==> config.mk <==
export PLATFORM = sky130hd
export DESIGN_NAME = modmul_pm_serial
export DESIGN_NICKNAME = d
export VERILOG_FILES = /design/src/rtl/modmul_pm_pkg.sv /design/src/rtl/modmul_pm_fold.sv /design/src/rtl/modmul_pm_serial.sv
export SDC_FILE = /design/constraint.sdc
export NUM_CORES = 2
export LEC_CHECK = 0
export CAP_MARGIN = 0
export CORE_MARGIN = 2
export CORE_UTILIZATION = 55
export CTS_CLUSTER_DIAMETER = 50
export DETAILED_ROUTE_END_ITERATION = 7
export PLACE_DENSITY_LB_ADDON = 0.2
export SYNTH_ARGS = -nofsm -noshare
export SYNTH_HDL_FRONTEND = slang
export SYNTH_SLANG_ARGS = --single-unit
==> constraint.sdc <==
create_clock -name clk -period 16.4 [get_ports clk]
set_input_delay 3.28 -clock clk [delete_from_list [all_inputs] [get_ports clk]]
set_output_delay 3.28 -clock clk [all_outputs]
set_load 0.01 [all_outputs]
==> src/rtl/modmul_pm_pkg.sv <==
// modmul_pm_pkg: shared FSM state type, default sizing and pseudo-Mersenne modulus helper
package modmul_pm_pkg;
  typedef enum logic [1:0] {IDLE, MUL, FOLD, DONE} state_t;
  localparam int WIDTH_DEF = 94;
  localparam int C_DEF = 3;
  localparam int DIGIT_DEF = 2;
  localparam int NDIG = WIDTH_DEF / DIGIT_DEF;
  localparam int TW = WIDTH_DEF + DIGIT_DEF + 2;
  localparam int CNTW = $clog2(NDIG);
  localparam int MAXW = 512;
  function automatic logic [MAXW-1:0] pm_modulus(input int w, input int c);
    return (MAXW'(1) << w) - MAXW'(c);
  endfunction
endpackage

==> src/rtl/modmul_pm_fold.sv <==
// modmul_pm_fold: one pseudo-Mersenne fold, y = x[WIDTH-1:0] + x[IN_W-1:WIDTH]*C
module modmul_pm_fold
  import modmul_pm_pkg::*;
#(
  parameter int WIDTH = WIDTH_DEF,
  parameter int C = C_DEF,
  parameter int IN_W = TW
) (
  input  logic [IN_W-1:0]  x,
  output logic [WIDTH:0]   y
);
  localparam logic [WIDTH:0] CK = (WIDTH+1)'(C);
  assign y = {1'b0, x[WIDTH-1:0]} + (WIDTH+1)'(x[IN_W-1:WIDTH]) * CK;
endmodule

==> src/rtl/modmul_pm_serial.sv <==
// modmul_pm_serial: digit-serial (a*b) mod (2^WIDTH - C); MODMUL_PM_SKIP_LZ_EN skips leading zero digits of b
module modmul_pm_serial
  import modmul_pm_pkg::*;
#(
  parameter int WIDTH = WIDTH_DEF,
  parameter int C = C_DEF,
  parameter int DIGIT = DIGIT_DEF
) (
  input  logic             clk,
  input  logic             reset,
  input  logic             in_valid,
  output logic             in_ready,
  input  logic [WIDTH-1:0] a,
  input  logic [WIDTH-1:0] b,
  output logic             out_valid,
  input  logic             out_ready,
  output logic [WIDTH-1:0] m,
  output logic             busy
);
  localparam int ndig = WIDTH / DIGIT;
  localparam int tw = WIDTH + DIGIT + 2;
  localparam int cntw = ndig > 1 ? $clog2(ndig) : 1;
  localparam logic [WIDTH:0] PX = (WIDTH+1)'(pm_modulus(WIDTH, C));
  if (WIDTH % DIGIT != 0) begin : g_bad_digit
    $error("WIDTH must be a multiple of DIGIT");
  end
  state_t state, nxt;
  logic [WIDTH-1:0] a_r, b_r;
  logic [WIDTH:0] acc, f1, f2, r, r1, r2;
  logic [cntw-1:0] cnt, top;
  logic [DIGIT-1:0] d;
  logic [tw-1:0] t;
  logic bz, accept;
  assign in_ready = state == IDLE;
  assign busy = state != IDLE;
  assign out_valid = state == DONE;
  assign accept = in_ready && in_valid;
`ifdef MODMUL_PM_SKIP_LZ_EN
  assign bz = b == '0;
  always_comb begin
    top = '0;
    for (int i = 0; i < ndig; i++) if (DIGIT'(b >> (i*DIGIT)) != '0) top = cntw'(i);
  end
`else
  assign bz = 1'b0;
  assign top = cntw'(ndig - 1);
`endif
  // Horner step: acc*2^DIGIT + a*d, folded twice to keep acc below 2^(WIDTH+1)
  assign d = DIGIT'(b_r >> (int'(cnt) * DIGIT));
  assign t = tw'({acc, {DIGIT{1'b0}}}) + tw'(a_r) * tw'(d);
  modmul_pm_fold #(.WIDTH(WIDTH), .C(C), .IN_W(tw)) u_fold1 (.x(t), .y(f1));
  modmul_pm_fold #(.WIDTH(WIDTH), .C(C), .IN_W(WIDTH+1)) u_fold2 (.x(f1), .y(f2));
  modmul_pm_fold #(.WIDTH(WIDTH), .C(C), .IN_W(WIDTH+1)) u_fold3 (.x(acc), .y(r));
  assign r1 = r >= PX ? r - PX : r;
  assign r2 = r1 >= PX ? r1 - PX : r1;
  always_comb begin
    nxt = state;
    case (state)
      IDLE: if (in_valid) nxt = bz ? DONE : MUL;
      MUL: if (cnt == '0) nxt = FOLD;
      FOLD: nxt = DONE;
      DONE: if (out_ready) nxt = IDLE;
      default: nxt = IDLE;
    endcase
  end
  always_ff @(posedge clk) begin
    if (reset) begin
      state <= IDLE;
      a_r <= '0;
      b_r <= '0;
      acc <= '0;
      cnt <= '0;
      m <= '0;
    end else begin
      state <= nxt;
      if (accept) begin
        a_r <= a;
        b_r <= b;
        acc <= '0;
        cnt <= top;
        if (bz) m <= '0;
      end
      if (state == MUL) begin
        acc <= f2;
        cnt <= cnt - cntw'(1);
      end
      if (state == FOLD) m <= WIDTH'(r2);
    end
  end
endmodule

=== Word level (Yosys, flattened, before mapping) ===
Cells that the tools add are included.

* Register bits: 385
* Input port bits: 192
* Logic and storage cells: 42

* $add $sub $neg: 7
* Multipliers: 4
* $lt $le $gt $ge: 2
* Equality and inequality tests: 6
* Shifts and indexed selects: 1
* Multiplexer cells: 10
* Reductions and logical operators: 6

{| class="wikitable"
|+ Operators by type and width
! operator !! count
|-
| $mux 95 || 3
|-
| $add 94x3->95 || 2
|-
| $ge 95x94->1 const B || 2
|-
| $add 97x96->98 || 1
|-
| $mul 94x2->96 || 1
|-
| $add 94x6->95 || 1
|-
| $sub 95x94->95 const B || 1
|-
| $mux 94 || 1
|-
| $shr 94x7->2 || 1
|-
| $sub 94x94->94 const B || 1
|-
| $mux 6 || 2
|-
| $pmux 2 s4 || 1
|-
| $logic_not 6->1 || 1
|-
| $mul 1x2->3 const B || 2
|-
| $mul 4x2->6 const B || 1
|-
| $mux 2 || 3
|-
| $sub 6x1->6 const B || 1
|-
| $eq 2x2->1 const B || 2
|-
| $ne 2x2->1 const B || 2
|-
| $reduce_bool 2->1 || 2
|-
| $reduce_and 3->1 || 1
|-
| $eq 2x1->1 const B || 1
|-
| $logic_not 2->1 || 1
|-
| $ne 2x1->1 const B || 1
|-
| $logic_and 1x1->1 || 1
|}

=== Logic depth before layout (Yosys ltp) ===
* Depth after elaboration: 8
* Depth in mapped cells: 65
* Mapped depth without buffers: 59

=== Modules after synthesis ===
Synthesis repeated with hierarchy kept, for this count alone.

* Cells, all modules: 4813
* Area total of the unflattened synthesis: 34762.1 um^2

{| class="wikitable"
|+ Modules (own cells, without submodules)
! module !! instances !! cells each !! area an instance (um^2) !! seq. area each (um^2)
|-
| modmul_pm_serial || 1 || 3800 || 27710.3 || 7707.4
|-
| modmul_pm_fold at u_fold2 ... || 2 || 337 || 2371.0 || 0.0
|-
| modmul_pm_fold at u_fold1 || 1 || 339 || 2309.7 || 0.0
|}

=== Least setup slack after synthesis ===
No wires, ideal clock.

* Path type: reg2reg
* Start point: register cnt[0]
* End point: register acc[92]
* Setup time: 0.062 ns
* Arrival: 14.611 ns
* Data required time: 16.338 ns
* Setup slack: 1.726 ns
* Cell stages (with the launch flop): 63
* Buffers on the path: 8
* Clock period less this slack: 14.674 ns
* Cell sequence: dfxtp_1 clkbuf_1 clkbuf_1 clkbuf_1 mux2i_1 a21oi_1 nor2_1 o211ai_1 o21ai_0 o21ai_0 clkbuf_1 clkbuf_1 nand2_1 fa_1 inv_1 ha_1 clkbuf_1 nand4_1 [... 27 more ...] or3_1 inv_1 ha_1 inv_1 fa_1 nor3_1 and3_1 or3b_2 nor2_1 nand4b_1 nor2_1 and4_1 clkbuf_2 nand4b_1 nor4_4 nand4_4 or4_1 nand3_1

* Cells in the longest elaborated chain, start to end: 8

{| class="wikitable"
|+ Ends and longest elaborated chain
! item !! RTL line !! text
|-
| start: declaration || modmul_pm_serial.sv:30 || <nowiki>logic [cntw-1:0] cnt, top;</nowiki>
|-
| start signal: assignment || modmul_pm_serial.sv:80 || <nowiki>cnt <= top;</nowiki>
|-
| start signal: assignment || modmul_pm_serial.sv:85 || <nowiki>cnt <= cnt - cntw'(1);</nowiki>
|-
| $shr 94x7->2 (*) || modmul_pm_serial.sv:49 || <nowiki>assign d = DIGIT'(b_r >> (int'(cnt) * DIGIT));</nowiki>
|-
| $mul 94x2->96 (*) || modmul_pm_serial.sv:50 || <nowiki>assign t = tw'({acc, {DIGIT{1'b0}}}) + tw'(a_r) * tw'(d);</nowiki>
|-
| $add 97x96->98 (*) || modmul_pm_serial.sv:50 ||
|-
| $mul 4x2->6 || modmul_pm_fold.sv:13 || <nowiki>assign y = {1'b0, x[WIDTH-1:0]} + (WIDTH+1)'(x[IN_W-1:WIDTH]) * CK;</nowiki>
|-
| $add 94x6->95 (*) || modmul_pm_fold.sv:13 ||
|-
| $mul 1x2->3 || modmul_pm_fold.sv:13 ||
|-
| $add 94x3->95 (*) || modmul_pm_fold.sv:13 ||
|-
| $mux 95 (*) || modmul_pm_serial.sv:83 || <nowiki>if (state == MUL) begin</nowiki>
|-
| end signal: assignment || modmul_pm_serial.sv:71 || <nowiki>acc <= '0;</nowiki>
|-
| end signal: assignment || modmul_pm_serial.sv:79 || <nowiki>acc <= '0;</nowiki>
|-
| end signal: assignment || modmul_pm_serial.sv:84 || <nowiki>acc <= f2;</nowiki>
|-
| end: declaration || modmul_pm_serial.sv:29 || <nowiki>logic [WIDTH:0] acc, f1, f2, r, r1, r2;</nowiki>
|}

Mark *: on every way between the ends. The rest lies on a longest branch, timed or not.
A chain may end at the register's enable or synchronous reset.

=== Worst setup path in the final report ===
* Start point: register cnt[0]
* End point: register acc[72]

The elaborated chain is that of the path after synthesis.

==> out/metrics.yaml <==
numCtsBuffers: 52
fin_crit_ns: 15.57
relSlewSlack_pct: 15.7
arrival_ns: 16.11
startpoint_type: "flip-flop"
htreeDepth: 2
synth.distinct_cells: 111
wl_um: 129000
antenna_found_initial: 6
combPwrFrac_pct: 48.3
cts.path.max_buffers: 3
synth-main-ff-cell: "dfxtp_1"
dieArea_um2: 62700
hold_slack_ns: 0.449
synth_compound_area_share_pct: 19.7
floorplan.initialDensity_pct: 55.5
slew_viol_final: 0
drc_errors: 0
drtPass1Iterations: 6
rsz0062_at_grt: "no"
drt-initial-drc-count: 3964
finClkSkew_ns: 0.0656
netlist_area_um2: 33400
synth_top_area_share_pct: 23.1
wl_met2_um: 55400
seqPwrFrac_pct: 26.0
setup_tns_ns: 0
yosys.area.top_type: "dfxtp_1"
p_leak_nw: 14.3
irDropWorstVdd_uv: 145
clock_latency_ns: 0.65
syn_to_final_growth_pct: 16.5
ys_seq_elements: 385
ys_seq_area_share_pct: 23.1
hold_viol_final: 0
hold_class: "flip-flop to flip-flop"
vias: 35600
cts_tree: "done"
power.share.clock_pct: 25.8
tightest_slew_ns: 1.25
dieWidth_um: 250
multi_input_area_um2: 23700
muxShareOfSynthArea_pct: 2.21
cts.sinks: 385
clkSlewWorstSetupHoldPaths_ns: 0.06
die_height_um: 250
maxCapViolCount: 0
end_kind: "flip-flop"
crit_path_max_fanout: 47
root_buffer: "clkbuf_16"
crit_slowest_cell: "or4_1"
drive_gt1_share_pct: 6.28
cp_slowest_stage_delay_ns: 0.58
core_um2: 60200
status: "complete, no violations"
synth-edff-count: 0
synth-simple-area-share_pct: 30.5
port_buffers: 288
setup_viol: 0
swShare_pct: 46.3
dr.max_layer_used: "met5"
routabilityCongestion: 1.06
period_share_pct: 95.0
ff_latch_area_um2: 7710
synth-xor-area-share_pct: 7.89
synth_area_leaders: "dfxtp_1, nand2_1, a21oi_1"
cp_common_cell: "buf_4"
powerDensity_nw_per_um2: 118
fin_nets: 5268
async_reset_ff_share_pct: 0
postSynthCellCount: 4685
met1_length_um: 54100
intPower_mw: 2.47
wl_met3_um: 12900
cp_data_required_time_ns: 16.93
synthAdderAreaFrac_pct: 10.3
ys_top_cells_by_count: "nand2_1, a21oi_1, dfxtp_1"
power_switching_mw: 2.13
ant_nets: 0
wire_per_inst_um: 22.7
rows: 90
synth_top_family_by_area: "simple AND/OR/NAND/NOR gates"
io_pins: 289
grt_pass1_wl_um: 193000
grt_pass1_vias: 32500
syn-num-nets: 5093
crit_type: "flip-flop to flip-flop"
synth_warnings: 0
dp_hpwl_um: 103000
fill_cells: 5504
max_freq_mhz: 64.2
grtUsageTotal_pct: 39.5
viasPerCell: 6.27
overflow: 0
synth_area_per_cell_um2: 7.13
synth.most_common_cell: "nand2_1"
grt_max_degree: 113
stage by stage:
| step | total power, mW | util (%) | setup slack [ns] | cell area [um^2] | cells |
|---|---|---|---|---|---|
| finish | 4.60 | 64.6 | 0.825 | 38900 | 5686 |
| global placement | 3.27 | 61.3 | 0.955 | 36900 | 5572 |
| floorplan | 2.65 | - | 1.73 | 33400 | 4685 |
| detailed placement | 3.30 | 61.3 | 0.630 | 36900 | 5572 |
| global route | 4.85 | 64.6 | 0.0543 | 38900 | 5684 |
| CTS | 4.49 | 64.3 | 0.508 | 38700 | 5668 |
cell usage in the layout (no fill, tap or decap), types with 74 or more instances in the layout:
master           synthesis  final
ha_1                   119    116
nand3_1                120    119
clkdlybuf4s50_1          0    287
a21oi_1                428    427
nor2_1                 308    306
xor2_1                  74     74
buf_4                    7     86
nand2_1                949    948
o21ai_0                220    215
fa_1                    97     97
nor3_1                 173    172
dfxtp_1                385    382
nand4_1                127    127
nor4_1                  79     79
xnor2_1                227    226
inv_1                  300    300
worst paths after layout:
path	startpoint	to	slack, ns	depth (start not counted)
hold reg to reg	acc[77]	acc[77]	0.45	2
setup reg to reg	cnt[0]	acc[72]	0.83	61
setup / recovery	cnt[0]	acc[72]	0.83	61
hold / removal	acc[77]	acc[77]	0.45	2
routing by layer:
metal	GRT usage, %	vias up
met1	54.3	16800
met5	0	-
met4	18.3	8
li1	-	16700
met3	7.41	301
met2	60.1	1761
logic make-up after synthesis:
group | after synthesis
compound gates | 1055
xor+xnor | 301
fa+ha+maj | 216
buf+inv | 559
flops | 385
mux | 53
simple gates | 2116
critical path: cells and delay by family, from the launching register on:
family | cells | cell delay (ns)
simple gates | 24 | 6.37
compound gates | 18 | 4.12
fa+ha+maj | 6 | 2.25
buf+inv | 12 | 1.69
mux | 1 | 0.52
flops | 1 | 0.37
registers in the layout, indices dropped and copies added, names as in the netlist:
signal and cells:
acc 95, a_r 94, b_r 94, m 94
cnt 6, state 2
area by class of cell:
cell class	count	area share [%]
Timing Repair Buffer	378	9.28
Sequential cell	385	19.8
Tap cell	782	2.51
Antenna cell	2	0.0129
Multi-Input combinational cell	3743	60.9
Inverter	300	2.89
Clock buffer	63	3.55
Clock inverter	33	1.08
repair_timing:
| item | CTS | global route |
|---|---|---|
| resized for setup | 0 | 21 |
| setup buffers | 0 | 14 |
| endpoints found under the setup margin | 0 | 51 |
| hold buffers | 0 | 0 |
power groups by stage:
| stage | sequential, mW | combinational [mW] | clock [mW] |
|---|---|---|---|
| floorplan | 1.14 | 1.52 | 0 |
| global placement | 1.21 | 2.06 | 0 |
| detailed placement | 1.21 | 2.10 | 0 |
| CTS | 1.19 | 2.11 | 1.19 |
| global route | 1.20 | 2.41 | 1.23 |
| finish | 1.19 | 2.22 | 1.19 |
(Power assumes the default switching activity.)
